<file path="src/rtl/sram_controller.sv">
// Word-wide MEM-stage memory responder that serialises each 32-bit access into
// two 16-bit phases (low half, then high half) on an external asynchronous SRAM.
module sram_controller #(
    parameter int unsigned BASE_ADDR   = 1024,
    parameter int          ADDR_W      = 18,
    parameter int          WAIT_CYCLES = 1
) (
    input  logic              clk,
    input  logic              rst,
    input  logic              wr_en,
    input  logic              rd_en,
    input  logic [31:0]       address,
    input  logic [31:0]       write_data,
    output logic [31:0]       read_data,
    output logic              ready,
    output logic [ADDR_W-1:0] sram_addr,
    output logic [15:0]       sram_dq_out,
    input  logic [15:0]       sram_dq_in,
    output logic              sram_dq_oe,
    output logic              sram_we_n
);

    localparam int P  = WAIT_CYCLES + 1;
    localparam int CW = (P > 1) ? $clog2(P) : 1;
    localparam int IW = ADDR_W - 1;

    typedef enum logic [1:0] {IDLE, LOW, HIGH, DONE} state_t;

    state_t            state, state_next;
    logic [CW-1:0]     phase, phase_next;
    logic              op_wr, op_wr_next;
    logic [IW-1:0]     idx, idx_next, req_idx;
    logic [31:0]       wdata, wdata_next;
    logic [31:0]       read_data_next;
    logic [ADDR_W-1:0] addr_next;
    logic [15:0]       dq_next;
    logic              we_n_next, oe_next;
    logic              last_phase;

    // Out-of-range addresses simply wrap into the SRAM word space.
    assign req_idx    = IW'((address - 32'(BASE_ADDR)) >> 2);
    assign last_phase = (phase == CW'(P - 1));
    assign ready      = (state == IDLE) ? ~(wr_en | rd_en) : (state == DONE);

    always_comb begin
        state_next     = state;
        phase_next     = phase;
        op_wr_next     = op_wr;
        idx_next       = idx;
        wdata_next     = wdata;
        read_data_next = read_data;
        addr_next      = sram_addr;
        dq_next        = sram_dq_out;
        we_n_next      = 1'b1;
        oe_next        = 1'b0;

        case (state)
            IDLE: begin
                if (wr_en | rd_en) begin
                    state_next = LOW;
                    phase_next = '0;
                    op_wr_next = wr_en;
                    idx_next   = req_idx;
                    wdata_next = write_data;
                end
            end
            LOW: begin
                if (last_phase) begin
                    if (!op_wr) read_data_next[15:0] = sram_dq_in;
                    state_next = HIGH;
                    phase_next = '0;
                end else begin
                    phase_next = phase + CW'(1);
                end
            end
            HIGH: begin
                if (last_phase) begin
                    if (!op_wr) read_data_next[31:16] = sram_dq_in;
                    state_next = DONE;
                    phase_next = '0;
                end else begin
                    phase_next = phase + CW'(1);
                end
            end
            default: state_next = IDLE;
        endcase

        // Pin values are computed for the upcoming state and registered, so the
        // write strobe never glitches.
        if (state_next == LOW) begin
            addr_next = {idx_next, 1'b0};
            we_n_next = ~op_wr_next;
            oe_next   = op_wr_next;
            if (op_wr_next) dq_next = wdata_next[15:0];
        end else if (state_next == HIGH) begin
            addr_next = {idx_next, 1'b1};
            we_n_next = ~op_wr_next;
            oe_next   = op_wr_next;
            if (op_wr_next) dq_next = wdata_next[31:16];
        end
    end

    always_ff @(posedge clk or posedge rst) begin
        if (rst) begin
            state       <= IDLE;
            phase       <= '0;
            op_wr       <= 1'b0;
            idx         <= '0;
            wdata       <= '0;
            read_data   <= '0;
            sram_addr   <= '0;
            sram_dq_out <= '0;
            sram_we_n   <= 1'b1;
            sram_dq_oe  <= 1'b0;
        end else begin
            state       <= state_next;
            phase       <= phase_next;
            op_wr       <= op_wr_next;
            idx         <= idx_next;
            wdata       <= wdata_next;
            read_data   <= read_data_next;
            sram_addr   <= addr_next;
            sram_dq_out <= dq_next;
            sram_we_n   <= we_n_next;
            sram_dq_oe  <= oe_next;
        end
    end

endmodule

</file>
<file path="config.mk">
export PLATFORM = sky130hd
export DESIGN_NAME = sram_controller
export DESIGN_NICKNAME = d
export VERILOG_FILES = /design/src/rtl/sram_controller.sv
export SDC_FILE = /design/constraint.sdc
export NUM_CORES = 1
export LEC_CHECK = 0
export ABC_AREA = 1
export ABC_CLOCK_PERIOD_IN_PS = 3600
export BUFFER_PORTS_ARGS = -buffer_cell sky130_fd_sc_hd__buf_4
export CORE_MARGIN = 2
export CORE_UTILIZATION = 43
export CTS_CLUSTER_SIZE = 8
export DETAILED_ROUTE_END_ITERATION = 12
export HOLD_SLACK_MARGIN = 0.03
export PLACE_DENSITY = 0.71
export SKIP_LAST_GASP = 1
export SLEW_MARGIN = 20
export SYNTH_ARGS = -nofsm -noshare
export SYNTH_HDL_FRONTEND = slang
export SYNTH_SLANG_ARGS = --single-unit
</file>
<file path="constraint.sdc">
create_clock -name clk -period 3.6 [get_ports clk]
set_input_delay 0.72 -clock clk [delete_from_list [all_inputs] [get_ports clk]]
set_output_delay 0.72 -clock clk [all_outputs]
set_load 0.03 [all_outputs]
</file>
======== Word level (Yosys, flattened, before mapping) ========
Cells that the tools add are included.
storage, ports and cells
  register bits after elaboration ......... 121
  bits of input ports ..................... 84
  output and inout bits ................... 69
  logic and storage cells ................. 57
operators by class
  add/subtract/negate cells ............... 2
  equality and inequality tests ........... 8
  muxes and demuxes ....................... 24
  bitwise logic cells ..................... 4
  reduce and logical (&&, ||, !) cells .... 8
operators with widths
  cell                      number
  $mux W16                  4
  $mux W32                  2
  $mux W18                  2
  $mux W17                  2
  $sub A19 B11 Y19 const B  1
  $mux W1                   9
  $reduce_and A3 Y1         3
  $eq A2 B2 Y1 const B      3
  $mux W2                   3
  $pmux W2 S3               1
  $eq A2 B1 Y1 const B      2
  $ne A2 B2 Y1 const B      2
  $reduce_bool A2 Y1        2
  $not A1 Y1                3
  $logic_not A2 Y1          1
  $ne A2 B1 Y1 const B      1
  $pmux W1 S2               1
  $reduce_and A2 Y1         1
  $reduce_or A2 Y1          1
  $add A1 B1 Y1 const B     1
  $or A1 B1 Y1              1

======== Depth between registers and ports, before layout ========
  depth in word-level cells ............... 6
  gate-level depth with buffers ........... 15
  mapped depth without buffers ............ 14

======== Least setup slack after synthesis ========
Ideal clock, no wire load.
  kind .................................... input to register
  start point ............................. input rd_en
  end point ............................... register sram_dq_out[0]
  library setup time ...................... 0.117 ns
  arrival ................................. 2.316 ns
  data required time ...................... 3.483 ns
  setup slack ............................. 1.167 ns
  cell stages on the path ................. 12
  path buffers ............................ 4
  cells stage by stage .................... o21ai_2 -> buf_6 -> buf_6 -> a31oi_1 -> ha_1 -> buf_6 -> or2_4 -> nand3_2 -> nand2_4 -> buf_4 -> nand2_1 -> nand2_1
on the way
  longest elaborated chain between the ends .. 6
  elaborated cells on any way between the ends .. 17
  those cells by class .................... eq/ne (4); mux (10); bitwise (1); reduce/logical (2)
RTL lines
  element                                                                     RTL line  source
  start, declared                                                             11        input logic rd_en,
  $or A1 B1 Y1 (*)                                                            59        if (wr_en | rd_en) begin
  $mux W2 (*)                                                                 59
  $pmux W2 S3 (*)                                                             57        case (state)
  named net state_next[0]                                                     29        state_t state, state_next;
  $eq A2 B2 Y1 / $eq A2 B1 Y1 (equally long branches)                         95, 90
  $ne A2 B2 Y1 (no source line) / $reduce_bool A2 Y1 (equally long branches)  -
  $reduce_and A3 Y1 (no source line)                                          -
  end signal, assigned                                                        123       sram_dq_out <= dq_next;
  end, declared                                                               17        output logic [15:0] sram_dq_out,
Mark *: on every way through the listed nets, which the timed path passes. The rest lies on a longest branch. The select of a mux whose other input is x is not followed.
A chain may end at the register's enable or synchronous reset.

======== Worst setup path in the final report ========
  start point ............................. register state[1]
  end point ............................... register sram_dq_out[12]
on the way
  longest elaborated chain between the ends .. 5
  elaborated cells on any way between the ends .. 19
  those cells by class .................... eq/ne (6); mux (10); reduce/logical (3)
RTL lines
  element                                                                     RTL line  source
  start, declared                                                             29
  start signal, assigned                                                      116       state <= state_next;
  $eq A2 B2 Y1, or another cell as far along                                  57
  $pmux W2 S3 (*)                                                             57
  named net state_next[0]                                                     29
  $eq A2 B2 Y1 / $eq A2 B1 Y1 (equally long branches)                         95, 90
  $ne A2 B2 Y1 (no source line) / $reduce_bool A2 Y1 (equally long branches)  -
  $reduce_and A3 Y1 (no source line)                                          -
Marked as above.

==> impl_results.md <==
* Worst slew margin at 0.396
* Post-synthesis cell type count at 29
* Ys async rst share at 1.00
* Avg WL per Cell at 13.0 um
* PwrDens at 1150 mW/mm^2
* Number of enable flip-flop cells after synthesis at 0
* Post-Place Worst Slack at 0.518 ns
* Setup CP Type: register to register
* Maximum VDD drop at 0.000581 V
* Total GRT Usage at 0.193
* CTS sink cnt at 121
* Setup bufs post-CTS at 0
* Final setup viols at 0
* Post-route worst setup slack at 0.549 ns
* CP Launch Point: state[1]$_DFF_PP0_
* Lkg Pwr at 3.86 nW
* Max cap viols at 0
* Tcrit/Tclk final at 0.848
* Synthesis-to-finish area growth at 31.4%
* # IOs at 153
* Setup TNS at 0 ns
* Port bufs at 137
* Die Height at 116 um
* Post-synth top cells: nand2_1 (257), dfrtp_1 (120), inv_1 (77), o21ai_0 (41), nand3_1 (33)
* Top cell type's share of synthesized area at 0.561
* Row count at 40
* Clock skew at 0.00446 ns
* Final-report max-slew violation count at 0
* Die ar. at 0.0134 sq mm
* NumNets Final at 857
* Final-report hold violation count at 0
* FF-to-FF Start: state[1]$_DFF_PP0_
* Die Wd at 116 um
* Hold Crit Class: primary input to async pin
* Util after Layout at 0.583
* Vias in the first global route at 4328
* Slew @ Worst Pin at 0.905 ns
* Top post-synthesis cells by area: dfrtp_1 (56%), nand2_1 (18%), inv_1 (5.4%), o21ai_0 (3.8%), nand3_1 (3.1%)
* Cell area after synthesis at 0.00535 sq mm
* Most frequent cell after synthesis: nand2_1
* Share of layout cells above drive strength 1 at 0.241
* Startpoint types: register
* GR Overflow Total at 0
* Worst setup path end: sram_dq_out[12]$_DFFE_PP0P_
* Status: completed
* Seq cells post-synth at 121
* Top FF cell, synth: dfrtp_1
* Synth area leader: dfrtp_1
* N_diodes at 0
* Ys Warns at 0
* Total Wirelength at 12.3 mm
* Clk buf depth at 2
* Worst EP arrival at 3.35 ns
* Placer Congestion at 0.796
* Worst path required time at 3.90 ns
* Worst reg2reg path endpoint: sram_dq_out[12]$_DFFE_PP0P_
* Flop2flop setup slack at 0.55 ns
* Crit path max fanout at 19
* DR iter-0 viols at 263
* Fmax at 328 MHz
* CTS Buf Count at 17
* H-Tree Depth at 4
* Fin crit period at 3.05 ns
* Mapped Cells at 632
* Initial antenna violation count at 0
* Via Count at 4476
* Post-DP HPWL at 8.22 mm
* Post-Syn Nets at 723
* Resized cells post-CTS at 0
* CP endpoint kind: register
* Sequential-to-total area share from yosys stat at 0.566
* Clk Latency, worst-skew pair at 0.41 ns
* Global-route wire length before repair at 19.9 mm
* # hold bufs at CTS at 0
* Clock transition at path regs at 0.05 ns
* Syn_area_per_cell at 8.47 sq um
* CTS tree: yes
* Via density at 4.74
* TritonRoute pass-1 iters at 4
* FF-to-FF path depth at 13
* Initial Util at 0.444
* Core Region at 0.0121 sq mm
* # DRC at 0
* Pin count of the biggest net entering global routing at 66
* Post-DRT Antenna Nets at 0
* RSZ-0062 raised after global routing: false
* CTS root buf: clkbuf_16
==> metal layers <==
| metal | track usage | part of all wire |
|---|---|---|
| met1 | 0.231 | 0.42 |
| met2 | 0.324 | 0.50 |
| met3 | 0.0601 | 0.068 |
| met4 | 0.0779 | 0.014 |
| met5 | 0 | 0 |
==> cells by family after synthesis <==
| logic type | Yosys count | synth area share |
|---|---|---|
| AOI/OAI and AO/OA | 73 | 0.0804 |
| DFF | 121 | 0.566 |
| adders and majority gates | 7 | 0.0164 |
| xor gates and xnor gates | 1 | 0.00164 |
| buffers and inverters | 105 | 0.0898 |
| and+or+nand+nor | 325 | 0.246 |
==> registers in the layout (all words and copies together) (netlist names) <==
| signal | count |
|---|---|
| sram_we_n | 1 |
| sram_addr | 18 |
| op_wr | 1 |
| last_phase | 1 |
| sram_dq_out | 16 |
| wdata | 32 |
| idx | 17 |
| state | 2 |
| read_data | 32 |
| sram_dq_oe | 1 |
==> worst min path at each step <==
stage	from	end	slack [ns]
2_1_floorplan	idx[10]$_DFF_PP0_	idx[10]$_DFF_PP0_	0.44
3_3_place_gp	idx[10]$_DFF_PP0_	idx[10]$_DFF_PP0_	0.46
3_5_place_dp	idx[10]$_DFF_PP0_	idx[10]$_DFF_PP0_	0.46
4_1_cts	rst	sram_dq_out[1]$_DFFE_PP0P_	0.42
5_1_grt	rst	sram_dq_out[1]$_DFFE_PP0P_	0.46
6_report	rst	sram_dq_out[1]$_DFFE_PP0P_	0.42
==> critical path, cell delays in order (launching register included) <==
cell and delay [ns]:
dfrtp_1 0.42, inv_1 0.12, ha_1 0.29, inv_1 0.06, o211ai_1 0.09, nand2_1 0.06
a31oi_1 0.27, ha_1 0.71, or2_4 0.25, nand3_2 0.09, nand2_4 0.21, clkinv_4 0.19
nand2_1 0.12, nand2_1 0.05
==> layout make-up <==
type	count	area, sq um
timing repair buffer	141	1070
inverter	79	305
clock inverter	2	35.0
multi-input combinational	406	1860
sequential	121	3030
clock buffer	27	523
tap	168	210
fill	1074	5030
==> cells in the final DEF (no fill, tap or decap), drive strengths merged <==
master,Yosys,final
ha,7,7
clkbuf,10,27
o21a,16,16
or2,6,6
a31oi,10,10
inv,78,77
clkinv,1,2
o211ai,2,2
bufinv,0,1
nor2,18,18
nand2,265,265
clkinvlp,0,1
dfrtp,120,120
buf,16,141
and2,1,1
nand4,1,1
xnor2,1,1
dfstp,1,1
nand3,34,34
o21ai,45,45
==> through the flow <==
stage	instance area, sq um	hold slack, ns	std cells	total power, mW
after CTS	7020	0.418	944	8.18
after detailed placement	6460	0.459	915	6.54
final	7030	0.419	944	8.08
after global placement	6460	0.456	915	6.40
after floorplan	5360	0.443	632	5.38
after global routing	7030	0.463	944	8.73
==> where the power goes <==
part / switching, mW / total, mW / internal [mW]
Combinational: 2.71 / 4.09 / 1.38
Clock: 0.544 / 1.59 / 1.05
Sequential: 0.315 / 2.40 / 2.08
Power figures use the tool's default switching activity.
